File: src/rtl/rglib_rotate_out_buf.sv
// Output FIFO behind the rglib rotate unit: no-backpressure capture,
// valid/ready drain, almost-full throttle, sticky overflow.
// Ports: clk, reset (sync, active-high); in_valid/in_data from the
// rotate unit; m_valid/m_data/m_ready to the consumer; almost_full to
// the issuer; count = occupancy; overflow = sticky drop flag;
// drop_cnt = saturating drop counter, built only when the macro
// RGLIB_ROTATE_OUT_BUF_STATS_EN is defined (otherwise tied to 0).
module rglib_rotate_out_buf #(
  parameter int DATA_W      = 32,
  parameter int DEPTH       = 4,
  parameter int AFULL_SLACK = 1
) (
  input  logic                       clk,
  input  logic                       reset,
  input  logic                       in_valid,
  input  logic [DATA_W-1:0]          in_data,
  output logic                       m_valid,
  output logic [DATA_W-1:0]          m_data,
  input  logic                       m_ready,
  output logic                       almost_full,
  output logic [$clog2(DEPTH+1)-1:0] count,
  output logic                       overflow,
  output logic [15:0]                drop_cnt
);

  localparam int PW = $clog2(DEPTH);
  localparam int CW = $clog2(DEPTH+1);
  localparam logic [CW-1:0] DEPTH_C = CW'(DEPTH);
  localparam logic [CW-1:0] SLACK_C = CW'(AFULL_SLACK);

  logic [DATA_W-1:0] mem [DEPTH];
  logic [PW-1:0]     wr_ptr;
  logic [PW-1:0]     rd_ptr;
  logic              full;
  logic              pop;
  logic              push;
  logic              drop;

  assign full = (count == DEPTH_C);
  assign pop  = m_valid & m_ready;
  // A full buffer still takes a result if a slot frees this cycle.
  assign push = in_valid & (~full | pop);
  assign drop = in_valid & full & ~pop;

  assign m_valid     = (count != '0);
  assign m_data      = m_valid ? mem[rd_ptr] : '0;
  assign almost_full = (DEPTH_C - count) <= SLACK_C;

  always_ff @(posedge clk) begin
    if (push && !reset) begin
      mem[wr_ptr] <= in_data;
    end
  end

  always_ff @(posedge clk) begin
    if (reset) begin
      wr_ptr   <= '0;
      rd_ptr   <= '0;
      count    <= '0;
      overflow <= 1'b0;
    end else begin
      if (push) begin
        wr_ptr <= wr_ptr + PW'(1);
      end
      if (pop) begin
        rd_ptr <= rd_ptr + PW'(1);
      end
      unique case (1'b1)
        push & ~pop: count <= count + CW'(1);
        pop & ~push: count <= count - CW'(1);
        default:     count <= count;
      endcase
      if (drop) begin
        overflow <= 1'b1;
      end
    end
  end

`ifdef RGLIB_ROTATE_OUT_BUF_STATS_EN
  logic [15:0] drop_q;

  always_ff @(posedge clk) begin
    if (reset) begin
      drop_q <= '0;
    end else if (drop && drop_q != 16'hFFFF) begin
      drop_q <= drop_q + 16'd1;
    end
  end

  assign drop_cnt = drop_q;
`else
  assign drop_cnt = 16'd0;
`endif

endmodule

File: config.mk
export PLATFORM = sky130hd
export DESIGN_NAME = rglib_rotate_out_buf
export DESIGN_NICKNAME = d
export VERILOG_FILES = /design/src/rtl/rglib_rotate_out_buf.sv
export SDC_FILE = /design/constraint.sdc
export NUM_CORES = 1
export LEC_CHECK = 0
export ABC_AREA = 1
export CORE_UTILIZATION = 48
export DETAILED_ROUTE_END_ITERATION = 6
export HOLD_SLACK_MARGIN = 0.15
export PLACE_DENSITY = 0.77
export REMOVE_ABC_BUFFERS = 1
export SETUP_SLACK_MARGIN = 0.3
export SLEW_MARGIN = 25
export SYNTH_ARGS = -nofsm -noshare
export SYNTH_HDL_FRONTEND = slang
export SYNTH_SLANG_ARGS = --single-unit
File: constraint.sdc
create_clock -name clk -period 3.2 [get_ports clk]
set_input_delay 0.32 -clock clk [delete_from_list [all_inputs] [get_ports clk]]
set_output_delay 0.32 -clock clk [all_outputs]
set_load 0.02 [all_outputs]
**Yosys cells after proc, flatten, opt, wreduce, memory -nomap -nowiden**

Memory sizes are Yosys's and may differ from the RTL's. A register that Yosys moved wholly into a read port is not among the register bits.
Cells that the tools add are included.

- Add/sub/neg operators: 5
- Order comparisons: 1
- Equality and inequality tests: 1
- Multiplexer cells: 6
- Bitwise operators: 10
- Reductions and logical operators: 4

Operator list:

| operator | count |
|---|---|
| $mux W32 | 1 |
| $and A1 B1 Y1 | 6 |
| $pmux W3 S2 | 1 |
| $add A2 B1 Y2 const B | 2 |
| $mux W2 | 2 |
| $add A3 B1 Y3 const B | 1 |
| $eq A3 B3 Y1 const B | 1 |
| $le A3 B1 Y1 const B | 1 |
| $not A1 Y1 | 3 |
| $reduce_bool A3 Y1 | 1 |
| $sub A3 B1 Y3 const B | 1 |
| $sub A3 B3 Y3 const A | 1 |
| $mux W1 | 2 |
| $reduce_bool A2 Y1 | 1 |
| $logic_and A1 B1 Y1 | 1 |
| $logic_not A1 Y1 | 1 |
| $or A1 B1 Y1 | 1 |

- Register bits: 8
- Memory bits (writable): 128
- Word-level logic and storage cells: 32
- Memories kept: 1

Memory list:

| name | depth | bits a word | read ports | clocked after memory_dff | wr ports | line | text |
|---|---|---|---|---|---|---|---|
| mem | 4 | 32 | 1 | 1 | 1 | 31 | `logic [DATA_W-1:0] mem [DEPTH];` |

**Logic depth before layout (Yosys ltp)**

- Word-level depth: 7
- Gate-level depth with buffers: 12
- Depth with buffers taken out: 11

**Least setup slack after synthesis**

Ideal clock, no wire load.

- Kind: register -> register
- From: register count[0]
- To: memory mem[0][0], enable pin
- Setup time: 0.421 ns
- Arrival: 2.914 ns
- Required time: 2.779 ns
- Slack: -0.135 ns
- Cell stages (with the launch flop): 10
- Buffers on the path: 1
- Cell sequence: dfxtp_1 -> inv_1 -> ha_1 -> ha_1 -> buf_2 -> nor2_4 -> o21ai_1 -> inv_1 -> nand2_1 -> nor2_1

- Word-level cells in the longest chain between the ends: 7

RTL lines:

| item | line | text |
|---|---|---|
| from (decl) | 21 | `output logic [$clog2(DEPTH+1)-1:0] count,` |
| from (signal assigned) | 69 | `push & ~pop: count <= count + CW'(1);` |
| from (signal assigned) | 70 | `pop & ~push: count <= count - CW'(1);` |
| from (signal assigned) | 71 | `default: count <= count;` |
| $reduce_bool A3 Y1 / $eq A3 B3 Y1 (equally long branches) | 45, 39 |  |
| $and A1 B1 Y1 / $not A1 Y1 (equally long branches) | 40, 42 |  |
| $or A1 B1 Y1 (*) | 42 | `assign push = in_valid & (~full \| pop);` |
| $and A1 B1 Y1 (*) | 42 |  |
| $logic_and A1 B1 Y1 (*) | 50 | `if (push && !reset) begin` |
| $mux W1 (*) | 50 |  |
| $mux W1 (not written as such) (*) | 51 | `mem[wr_ptr] <= in_data;` |
| to (decl) | 31 |  |

Mark *: on every way between the ends. The rest lies on a longest branch, timed or not.

**Worst setup path in the final report**

- From: register count[0]
- To: output m_data[0]

- Word-level cells in the longest chain between the ends: 2

RTL lines:

| item | line | text |
|---|---|---|
| $reduce_bool A3 Y1 | 45 | `assign m_valid = (count != '0);` |
| $mux W32 | 46 | `assign m_data = m_valid ? mem[rd_ptr] : '0;` |
| to (decl) | 18 | `output logic [DATA_W-1:0] m_data,` |

No other way between the ends.

==> results.py <==
metrics = {
    "sta": {
        "rsz0062_at_grt": "false",
        "fin_crit_sh": 0.869,
        "period_minus_slack_ns": 2.78,
        "slew_violations": 0,
        "setup_viol": 0,
        "timing.final.hold_violations": 0,
        "clock_skew_ns": 0.00820,
        "fmax_ghz": 0.360,
        "hold_ws_ns": 0.503,
    },
    "synthesis": {
        "synth-edff-count": 128,
        "yosysTopAreaCell": "edfxtp_1",
        "synth_common_cells": "147 x nor2_1, 128 x edfxtp_1, 44 x o21ai_1",
        "ys_types": 23,
        "async_reset_ff_frac": 0,
        "synth_top_area_frac": 0.679,
        "ys_seq_area_frac": 0.715,
        "yosysMostFrequentCell": "nor2_1",
        "postSynthRegisterBits": 138,
        "synthCells": 472,
        "synth_area_sq_um": 5660,
        "ys_warn_count": 0,
        "synth.avg_cell_area_sq_um": 12.0,
        "synthFlopType": "edfxtp_1",
        "synthTopCellsByArea": "edfxtp_1 68%, nor2_1 9.8%, o21ai_1 3.9%, dfxtp_1 3.5%, a21oi_1 2.9%",
    },
    "worst_setup_path": {
        "r2r_cells": 9,
        "r2r-start": "count[0]$_SDFFE_PP0P_",
        "endpoint": "m_data[0]",
        "crit_required_ns": 2.88,
        "rr_endpoint": "mem[2][15]$_DFFE_PP_",
        "end_kind": "primary output",
        "start_kind": "register",
        "rrSetupSlack_ns": 0.53,
        "critical_path_class": "register to primary output",
        "crit_start": "count[0]$_SDFFE_PP0P_",
        "crit_fanout": 22,
        "arrival_ns": 2.46,
    },
    "place": {
        "hpwl_mm": 7.00,
        "io_buffers": 73,
        "gp_congestion": 0.808,
    },
    "die": {
        "dieArea_sq_um": 12200,
        "fp.dieH_um": 111,
        "coreArea_sq_um": 11500,
        "num_rows": 39,
        "ios": 90,
        "start_util": 0.493,
        "die_w_um": 111,
    },
    "clocking": {
        "clk_path_buf_depth": 2,
        "htreeDepth": 4,
        "numCtsBuffers": 17,
        "clkTransAtPathRegs_ns": 0.06,
        "cts_tree": "done",
        "cts_sinks": 138,
        "root_buffer": "clkbuf_16",
        "post_cts_buffers": 0,
        "clkLatencyLatePin_ns": 0.41,
    },
    "power_and_ir_drop": {
        "leakagePower_nw": 2.75,
        "pwr_density_cell_nw_per_um2": 739,
        "peakVddDrop_mv": 0.424,
    },
    "finish": {
        "area_growth_pct": 25.4,
        "utilization": 0.619,
        "nets": 594,
        "diodes": 0,
        "drive_above_1_share": 0.0890,
        "fill_cells": 859,
    },
    "route": {
        "vias": 3656,
        "routed_wl_mm": 11.5,
        "wire_per_inst_um": 16.3,
        "first_iter_violations": 278,
        "viasPerCell": 5.19,
        "drt_pass1_iterations": 4,
        "drc": 0,
        "ant_nets": 0,
    },
    "hold_path": {
        "hold_class": "register to register",
    },
    "flow_run": {
        "drv_cap": 0,
    },
    "grt": {
        "first_global_vias": 3720,
        "grt.total_usage": 0.199,
        "grt_max_degree": 39,
        "grt_antenna_before_repair": 0,
        "grt_overflow": 0,
        "grt_pass1_wl_mm": 18.7,
    },
    "status": {
        "status": "finished, final reports clean",
    },
}
[sequential cells by signal, summed over array words and instances (netlist names), named ones only]
register,cells
wr_ptr,2
rd_ptr,2
count,3
mem,128
overflow,1
[placed cells by master (no fill, tap or decap), types with 3 or more instances in the layout]
master | Yosys | layout
clkbuf_16 | 0 | 17
inv_1 | 19 | 18
dfxtp_1 | 10 | 8
ha_1 | 8 | 7
buf_4 | 16 | 8
o21ai_1 | 44 | 44
nand3_1 | 3 | 3
clkdlybuf4s50_1 | 0 | 52
conb_1 | 1 | 16
nor2_1 | 147 | 143
a21oi_1 | 33 | 33
dlygate4sd2_1 | 0 | 4
nand2_1 | 7 | 7
edfxtp_1 | 128 | 128
nor2_4 | 1 | 5
clkinv_4 | 0 | 5
dlymetal6s2s_1 | 0 | 17
o21ai_0 | 25 | 25
clkinv_2 | 0 | 3
[report_power, final]
group	switching (mW)	internal (mW)	total, mW
Sequential	0.0698	2.06	2.13
Combinational	0.755	0.489	1.24
Clock	0.721	1.15	1.87
[cell families after synthesis]
group,share of synthesized area
fa+ha+maj,0.0212
buf+inv,0.0610
simple gates,0.108
flops,0.715
other cells,0.000663
compound gates,0.0927
xor+xnor,0.00155
[area by class of cell]
class                      count  area [sq um]  share of cell area
inverter                      20          80.1              0.0113
timing repair buffer          83           851               0.120
tap                          143           179              0.0252
sequential                   138          4050               0.571
clock inverter                14           148              0.0208
multi-input combinational    289          1360               0.191
clock buffer                  18           429              0.0605
[worst min-delay path by stage]
stage	startpoint	endpoint	slack, ns	cells after the start
finish	overflow$_SDFFE_PP0P_	overflow$_SDFFE_PP0P_	0.50	2
global route	overflow$_SDFFE_PP0P_	overflow$_SDFFE_PP0P_	0.54	2
CTS	overflow$_SDFFE_PP0P_	overflow$_SDFFE_PP0P_	0.50	2
detailed placement	overflow$_SDFFE_PP0P_	overflow$_SDFFE_PP0P_	0.48	2
global placement	overflow$_SDFFE_PP0P_	overflow$_SDFFE_PP0P_	0.47	2
floorplan	reset	overflow$_SDFFE_PP0P_	0.39	1
[critical path, cell delays in order (launching register included)]
cell,delay [ns]
dfxtp_1,0.40
inv_1,0.12
ha_1,0.24
ha_2,0.29
buf_6,0.23
a21oi_1,0.13
clkdlybuf4s50_1,0.61
[layer usage]
layer	GRT usage	routed length, um
met2	0.328	5670
met5	0	0
met4	0.0631	120
met3	0.0521	874
met1	0.257	4800
[per-stage QoR]
stage / instances / instance area, sq um / setup TNS, ns / power, mW / setup slack, ns
final: 705 / 7090 / 0 / 5.24 / 0.420
after global routing: 705 / 7090 / 0 / 5.46 / 0.326
after CTS: 705 / 7040 / 0 / 5.29 / 0.253
after detailed placement: 673 / 6460 / 0 / 3.43 / 0.457
after global placement: 673 / 6460 / 0 / 3.41 / 0.180
after floorplan: 447 / 5440 / -50.39 / 2.83 / -0.394
[timing repair]
action | in CTS | in global routing
resized for setup | 7 | 21
hold buffers | 0 | 0
endpoints found under the setup margin | 32 | 27
Power figures use the tool's default switching activity.
